==> src/rtl/prefix_adder_sequencer_if.sv <==
// Operand/result bus between a job source, the sequencer and the prefix_adder.
// The slave modport is the sequencer's view; master is the environment's view.
// Optional self-check ports exist only when PREFIX_SEQ_SELF_CHECK_EN is defined.
interface prefix_adder_sequencer_if #(
  parameter int unsigned W = 8
);
  logic         in_valid;
  logic         in_ready;
  logic [0:W-1] in_a;
  logic [0:W-1] in_b;
  logic         in_sub;
  logic [0:W-1] add_a;
  logic [0:W-1] add_b;
  logic [0:W-1] add_o;
  logic         out_valid;
  logic         out_ready;
  logic [0:W-1] out_result;
`ifdef PREFIX_SEQ_SELF_CHECK_EN
  logic         out_mismatch;
  logic [7:0]   mismatch_cnt;

  modport slave (
    input  in_valid, in_a, in_b, in_sub, add_o, out_ready,
    output in_ready, add_a, add_b, out_valid, out_result, out_mismatch, mismatch_cnt
  );
  modport master (
    output in_valid, in_a, in_b, in_sub, add_o, out_ready,
    input  in_ready, add_a, add_b, out_valid, out_result, out_mismatch, mismatch_cnt
  );
`else
  modport slave (
    input  in_valid, in_a, in_b, in_sub, add_o, out_ready,
    output in_ready, add_a, add_b, out_valid, out_result
  );
  modport master (
    output in_valid, in_a, in_b, in_sub, add_o, out_ready,
    input  in_ready, add_a, add_b, out_valid, out_result
  );
`endif
endinterface

==> src/rtl/prefix_adder_sequencer.sv <==
// Initiator-side controller for a combinational prefix adder (o = a + b mod 2^W).
// Add jobs take one adder pass; subtract jobs take two (negate B, then add A).
// Vectors are [0:W-1] with bit 0 as MSB.
// Optional: define PREFIX_SEQ_SELF_CHECK_EN to compare each captured adder
// output against a behavioural sum and report out_mismatch / mismatch_cnt.
module prefix_adder_sequencer #(
  parameter int unsigned W      = 8,
  parameter int unsigned SETTLE = 2
) (
  input logic                    clk,
  input logic                    rst_n,
  prefix_adder_sequencer_if.slave bus
);

  typedef enum logic [1:0] {StIdle, StNeg, StAdd, StHold} state_e;

  localparam logic [3:0] SettleLast = 4'(SETTLE - 1);

  state_e       state_q;
  logic [3:0]   cnt_q;
  logic [0:W-1] a_lat_q;
  logic [0:W-1] add_a_q;
  logic [0:W-1] add_b_q;
  logic         out_valid_q;
  logic [0:W-1] out_result_q;

`ifdef PREFIX_SEQ_SELF_CHECK_EN
  logic         job_mm_q;
  logic         out_mm_q;
  logic [7:0]   mm_cnt_q;
  logic [0:W-1] sum_ref;
  logic         pass_mm;

  // Behavioural reference for whatever pair is currently on the adder
  always_comb begin
    sum_ref = add_a_q + add_b_q;
    pass_mm = (bus.add_o != sum_ref);
  end

  assign bus.out_mismatch = out_mm_q;
  assign bus.mismatch_cnt = mm_cnt_q;
`endif

  // Sequencer FSM with registered operand and result outputs
  always_ff @(posedge clk or negedge rst_n) begin
    if (!rst_n) begin
      state_q      <= StIdle;
      cnt_q        <= '0;
      a_lat_q      <= '0;
      add_a_q      <= '0;
      add_b_q      <= '0;
      out_valid_q  <= 1'b0;
      out_result_q <= '0;
`ifdef PREFIX_SEQ_SELF_CHECK_EN
      job_mm_q     <= 1'b0;
      out_mm_q     <= 1'b0;
      mm_cnt_q     <= '0;
`endif
    end else begin
      unique case (state_q)
        StIdle: begin
          if (bus.in_valid) begin
            cnt_q <= '0;
`ifdef PREFIX_SEQ_SELF_CHECK_EN
            job_mm_q <= 1'b0;
`endif
            if (bus.in_sub) begin
              // Two's-complement negate of B on the adder: ~B + 1
              a_lat_q <= bus.in_a;
              add_a_q <= ~bus.in_b;
              add_b_q <= W'(1);
              state_q <= StNeg;
            end else begin
              add_a_q <= bus.in_a;
              add_b_q <= bus.in_b;
              state_q <= StAdd;
            end
          end
        end
        StNeg: begin
          if (cnt_q == SettleLast) begin
            add_a_q <= a_lat_q;
            add_b_q <= bus.add_o;
            cnt_q   <= '0;
            state_q <= StAdd;
`ifdef PREFIX_SEQ_SELF_CHECK_EN
            job_mm_q <= pass_mm;
`endif
          end else begin
            cnt_q <= cnt_q + 4'd1;
          end
        end
        StAdd: begin
          if (cnt_q == SettleLast) begin
            out_result_q <= bus.add_o;
            out_valid_q  <= 1'b1;
            cnt_q        <= '0;
            state_q      <= StHold;
`ifdef PREFIX_SEQ_SELF_CHECK_EN
            out_mm_q <= job_mm_q | pass_mm;
            if ((job_mm_q | pass_mm) && (mm_cnt_q != 8'hFF)) begin
              mm_cnt_q <= mm_cnt_q + 8'd1;
            end
`endif
          end else begin
            cnt_q <= cnt_q + 4'd1;
          end
        end
        StHold: begin
          if (bus.out_ready) begin
            out_valid_q <= 1'b0;
            state_q     <= StIdle;
`ifdef PREFIX_SEQ_SELF_CHECK_EN
            out_mm_q <= 1'b0;
`endif
          end
        end
        default: state_q <= StIdle;
      endcase
    end
  end

  assign bus.in_ready   = (state_q == StIdle);
  assign bus.add_a      = add_a_q;
  assign bus.add_b      = add_b_q;
  assign bus.out_valid  = out_valid_q;
  assign bus.out_result = out_result_q;

endmodule

==> src/flat_wrapper.sv <==
// flat-port wrapper written by rule: the top's interface ports become plain ports
module prefix_adder_sequencer_flat 
#(
  parameter int unsigned W      = 8,
  parameter int unsigned SETTLE = 2
)
  (clk, rst_n, bus_in_valid, bus_in_a, bus_in_b, bus_in_sub, bus_add_o, bus_out_ready, bus_in_ready, bus_add_a, bus_add_b, bus_out_valid, bus_out_result);
  prefix_adder_sequencer_if #(.W(W)) bus_i ();
  input logic clk;
  input logic rst_n;
  input wire logic [$bits(bus_i.in_valid)-1:0] bus_in_valid;
  input wire logic [$bits(bus_i.in_a)-1:0] bus_in_a;
  input wire logic [$bits(bus_i.in_b)-1:0] bus_in_b;
  input wire logic [$bits(bus_i.in_sub)-1:0] bus_in_sub;
  input wire logic [$bits(bus_i.add_o)-1:0] bus_add_o;
  input wire logic [$bits(bus_i.out_ready)-1:0] bus_out_ready;
  output wire logic [$bits(bus_i.in_ready)-1:0] bus_in_ready;
  output wire logic [$bits(bus_i.add_a)-1:0] bus_add_a;
  output wire logic [$bits(bus_i.add_b)-1:0] bus_add_b;
  output wire logic [$bits(bus_i.out_valid)-1:0] bus_out_valid;
  output wire logic [$bits(bus_i.out_result)-1:0] bus_out_result;
  assign bus_i.in_valid = bus_in_valid;
  assign bus_i.in_a = bus_in_a;
  assign bus_i.in_b = bus_in_b;
  assign bus_i.in_sub = bus_in_sub;
  assign bus_i.add_o = bus_add_o;
  assign bus_i.out_ready = bus_out_ready;
  assign bus_in_ready = bus_i.in_ready;
  assign bus_add_a = bus_i.add_a;
  assign bus_add_b = bus_i.add_b;
  assign bus_out_valid = bus_i.out_valid;
  assign bus_out_result = bus_i.out_result;
  prefix_adder_sequencer #(.W(W), .SETTLE(SETTLE)) u_core (.clk(clk), .rst_n(rst_n), .bus(bus_i));
endmodule
==> config.mk <==
export PLATFORM = sky130hd
export DESIGN_NAME = prefix_adder_sequencer_flat
export DESIGN_NICKNAME = d
export VERILOG_FILES = /design/src/rtl/prefix_adder_sequencer_if.sv /design/src/rtl/prefix_adder_sequencer.sv /design/src/flat_wrapper.sv
export SDC_FILE = /design/constraint.sdc
export NUM_CORES = 1
export LEC_CHECK = 0
export BUFFER_PORTS_ARGS = -buffer_cell sky130_fd_sc_hd__buf_2
export CORE_UTILIZATION = 55
export DETAILED_ROUTE_END_ITERATION = 7
export PLACE_DENSITY_LB_ADDON = 0.15
export SKIP_CTS_REPAIR_TIMING = 1
export SLEW_MARGIN = 20
export SYNTH_ARGS = -nofsm -noshare
export SYNTH_HDL_FRONTEND = slang
export SYNTH_SLANG_ARGS = --single-unit
==> constraint.sdc <==
create_clock -name clk -period 3.8 [get_ports clk]
set_input_delay 0.76 -clock clk [delete_from_list [all_inputs] [get_ports clk]]
set_output_delay 0.76 -clock clk [all_outputs]
set_load 0.01 [all_outputs]
=== Word-level counts from Yosys, hierarchy flattened ===
Index checks and enable logic that the tools add are counted.

* $add $sub $neg: 1
* Eq/ne operators: 8
* Muxes and demuxes: 20
* Bitwise gates (word level): 1
* Reduce and logical (&&, ||, !) cells: 11

{| class="wikitable"
|+ Operators by type and width
! kind !! number
|-
| $mux W8 || 6
|-
| $pmux W8 S2 || 2
|-
| $mux W2 || 5
|-
| $reduce_and A3 Y1 || 3
|-
| $mux W4 || 2
|-
| $not A8 Y8 || 1
|-
| $pmux W2 S4 || 1
|-
| $pmux W4 S2 || 1
|-
| $reduce_bool A2 Y1 || 3
|-
| $add A4 B1 Y4 const B || 1
|-
| $eq A2 B2 Y1 const B || 2
|-
| $eq A4 B1 Y1 const B || 1
|-
| $ne A2 B1 Y1 const B || 2
|-
| $ne A2 B2 Y1 const B || 2
|-
| $reduce_and A2 Y1 || 2
|-
| $reduce_and A4 Y1 || 1
|-
| $eq A2 B1 Y1 const B || 1
|-
| $logic_not A2 Y1 || 1
|-
| $mux W1 || 2
|-
| $pmux W1 S2 || 1
|-
| $reduce_or A2 Y1 || 1
|}

* Bits in registers: 39
* Input bits: 29
* Output and inout port bits: 26
* Word-level logic and storage cells: 48

=== Logic depth before layout (Yosys ltp) ===
* Depth after elaboration: 4
* Mapped depth: 7
* Gate-level depth less buffers: 5

=== Worst setup path before layout ===
Ideal clock, no wire load.

* Path type: in2reg
* Start: input bus_in_valid
* End: register u_core.add_a_q, in the netlist u_core.bus.add_a[0]
* Setup time: 0.126 ns
* Data arrival time: 1.681 ns
* Required time: 3.674 ns
* Slack: 1.993 ns
* Stages on the path: 5
* Buffers on the path: 2
* Cells stage by stage: nand2b_1 > buf_2 > and3_1 > buf_6 > a221o_1

* Longest elaborated chain between the ends: 2

{| class="wikitable"
|+ Ends and longest elaborated chain
! element !! line !! text
|-
| start: declaration || flat_wrapper.sv:11 || <nowiki>input wire logic [$bits(bus_i.in_valid)-1:0] bus_in_valid;</nowiki>
|-
| $ne A2 B2 Y1 (no source line) || n/a ||
|-
| $reduce_and A3 Y1 (no source line) || n/a ||
|-
| end signal: assignment || prefix_adder_sequencer.sv:70 || <nowiki>add_a_q <= ~bus.in_b;</nowiki>
|-
| end signal: assignment || prefix_adder_sequencer.sv:74 || <nowiki>add_a_q <= bus.in_a;</nowiki>
|-
| end signal: assignment || prefix_adder_sequencer.sv:82 || <nowiki>add_a_q <= a_lat_q;</nowiki>
|-
| end: declaration || prefix_adder_sequencer.sv:22 || <nowiki>logic [0:W-1] add_a_q;</nowiki>
|}

No other way between the ends.
A chain may end at the register's enable or synchronous reset.

=== Worst setup path in the final report ===
* Start: register u_core.state_q[0]
* End: output bus_in_ready

* Longest elaborated chain between the ends: 1

{| class="wikitable"
|+ Ends and longest elaborated chain
! element !! line !! text
|-
| start: declaration || prefix_adder_sequencer.sv:19 || <nowiki>state_e state_q;</nowiki>
|-
| start signal: assignment || prefix_adder_sequencer.sv:47 || <nowiki>state_q <= StIdle;</nowiki>
|-
| start signal: assignment || prefix_adder_sequencer.sv:72 || <nowiki>state_q <= StNeg;</nowiki>
|-
| start signal: assignment || prefix_adder_sequencer.sv:76 || <nowiki>state_q <= StAdd;</nowiki>
|-
| $logic_not A2 Y1 || prefix_adder_sequencer.sv:123 || <nowiki>assign bus.in_ready = (state_q == StIdle);</nowiki>
|-
| end: declaration || flat_wrapper.sv:17 || <nowiki>output wire logic [$bits(bus_i.in_ready)-1:0] bus_in_ready;</nowiki>
|}

No other way between the ends.

==> flow_summary.yaml <==
run_status:
  status: "finished, final reports clean"
logic_synthesis:
  ys_warn_count: 0
  syn-cell-area_sq_mm: 0.00194
  avgSynthCellArea_sq_um: 11.9
  ys_ff_latch: 39
  synth_ff_type: "dfrtp_1"
  async_flop_share_pct: 100
  syn_inst: 163
  synth_fp_nets: 199
  synthDistinctLibCells: 30
  synth.yosys.seq_area_share_pct: 50.4
  synth_edf_count: 0
final_layout:
  diodes: 0
  layout-drive-gt1-share_pct: 37.7
  syn_to_final_growth_pct: 18.3
  nNetsFinal: 255
placement:
  dp_hpwl_mm: 2.89
  pre_cts_slack_ns: 1.70
  portBuffers: 54
  gp_congestion: 0.751
floorplan:
  die-area_sq_mm: 0.00376
  core-area_sq_mm: 0.00336
  start_util_pct: 57.6
  rows: 21
  io_pins: 55
  die_h_microns: 61.3
  dieWidth_microns: 61.3
power:
  p_leak_uw: 0.00110
  power_uw: 1790
  peakVddDrop_v: 0.000370
  power_density_mw_per_mm2: 779
hold_path:
  hp-class: "primary input to asynchronous set/reset pin"
routing:
  drtAntennaViolNets: 0
  firstDrtPassIters: 4
  via_per_inst: 5.51
  num_vias: 1465
  first_iter_violations: 81
  routedWlPerCell_microns: 14.9
  post-route-drc-count: 0
  wl_mm: 3.98
critical_path:
  crit_slowest_cell: "dfrtp_1"
  end_kind: "primary output"
  cp_slowest_stage_delay_ns: 0.42
  crit_chain: "inv_1, ha_1, buf_2"
  startpoint_type: "register"
  crit_required_ns: 3.04
  cp.arrival_ns: 1.35
  path_class: "register to primary output"
  cp_max_fo: 6
cts:
  htreeDepth: 2
  cts_buffer_depth: 2
  cts_buffers: 5
  cts_sinks: 39
  cts_root_buf: "clkbuf_4"
  insertion_delay_ns: 0.34
  cts_tree: "done"
  clk_pin_slew_ns: 0.13
timing:
  relSlewSlack_pct: 43.7
  fmax_mhz: 474
  period_minus_slack_ns: 2.11
  fin_crit_sh_pct: 55.6
  setup_tns_ns: 0
  finalSetupViolCount: 0
  slew_viol_final: 0
  tightest_slew_ns: 0.844
  finClkSkew_ns: 0.0138
  rsz0062_at_grt: "no"
  setup_slack_ns: 1.69
  hold_viol: 0
global_routing:
  antenna_found_initial: 0
  grt_max_degree: 40
  grt_pass1_wl_mm: 6.18
  grt_pass1_vias: 1380
  overflow: 0
  grtUsageTotal_pct: 22.8
job:
  max_cap_viol_count: 0
cell type report:
cell class / count / area, sq um
Clock buffer: 5 / 37.5
Tap cell: 46 / 57.6
Fill cell: 288 / 1070
Multi-Input combinational cell: 108 / 890
Timing Repair Buffer: 54 / 270
Inverter: 11 / 41.3
Sequential cell: 39 / 976
Clock inverter: 3 / 20.0
cells by family after synthesis:
group                    synth area share [%]
flip-flops                               50.4
buffers and inverters                    3.68
adder cells (fa/ha/maj)                  4.52
AO/OA/AOI/OAI                            17.8
multiplexers                             11.4
AND/OR/NAND/NOR                          12.3
cell usage in the layout (no fill, tap or decap), drive strengths merged, types with 2 or more instances in the layout:
| master | count |
|---|---|
| a21oi | 8 |
| a221o | 9 |
| a31oi | 3 |
| buf | 54 |
| clkbuf | 5 |
| clkinvlp | 2 |
| dfrtp | 39 |
| ha | 7 |
| inv | 11 |
| mux2 | 16 |
| mux2i | 4 |
| nand2 | 6 |
| nand2b | 17 |
| nand3 | 5 |
| nand3b | 2 |
| nor2 | 3 |
| nor2b | 2 |
| o21ai | 10 |
| o221a | 7 |
cells in the mapped netlist, types with 2 or more instances:
library cell	number	area, sq um
nand2b_1	17	106
buf_2	3	15.0
nor2_1	3	11.3
o21ai_0	10	50.1
dfrtp_1	39	976
a221o_1	9	90.1
ha_1	7	87.6
a21oi_1	8	40.0
nand2_1	5	18.8
o221a_1	7	78.8
a31oi_1	2	12.5
inv_1	11	41.3
nand3_1	5	25.0
nand3b_1	2	15.0
nor2b_1	2	12.5
mux2i_1	4	40.0
mux2_2	16	180
power by group:
part	total, uW	switching [uW]	internal [uW]	leakage (uW)
sequential	742	122	620	0.000470
clock	207	136	70.7	0.0000272
combinational	837	421	416	0.000599
metrics by stage:
step | instance area, sq um | hold WS, ns | std cells | util (%)
3_3_place_gp | 2230 | 0.482 | 258 | 66.4
5_1_grt | 2290 | 0.542 | 266 | 68.2
6_report | 2290 | 0.508 | 266 | 68.2
4_1_cts | 2290 | 0.518 | 266 | 68.2
2_1_floorplan | 1940 | 0.464 | 163 | -
3_5_place_dp | 2230 | 0.488 | 258 | 66.4
worst paths after layout:
kind / to / startpoint / slack (ns) / cells past startpoint
max in group asynchronous: u_core.bus.add_a[7]$_DFFE_PN0P_ / rst_n / 2.76 / 1
hold reg to reg: u_core.bus.add_a[2]$_DFFE_PN0P_ / u_core.a_lat_q[2]$_DFFE_PN0P_ / 0.51 / 1
hold / removal: u_core.bus.out_result[5]$_DFFE_PN0P_ / rst_n / 0.51 / 1
setup / recovery: bus_in_ready / u_core.state_q[0]$_DFFE_PN0P_ / 1.69 / 3
min in group clk: u_core.bus.add_a[2]$_DFFE_PN0P_ / u_core.a_lat_q[2]$_DFFE_PN0P_ / 0.51 / 1
setup reg to reg: u_core.bus.add_a[0]$_DFFE_PN0P_ / u_core.state_q[0]$_DFFE_PN0P_ / 1.81 / 5
state kept, by name (all words and copies together) (netlist names):
| register | flops |
|---|---|
| u_core.a_lat_q | 8 |
| u_core.bus.add_a | 8 |
| u_core.bus.add_b | 8 |
| u_core.bus.out_result | 8 |
| u_core.bus.out_valid | 1 |
| u_core.cnt_q | 4 |
| u_core.state_q | 2 |
worst max-delay path: cells and delay by family, from the launching register on:
kind,cells,cell delay [ns]
adder cells (fa/ha/maj),1,0.29
flip-flops,1,0.42
buffers and inverters,2,0.31
layer usage:
metal	vias up	track usage, %	routed length [microns]
li1	710	-	-
met1	702	30.2	1810
met2	47	36.6	1920
met3	6	4.62	189
met4	0	9.52	51
met5	-	0	0
(Power assumes the default switching activity.)
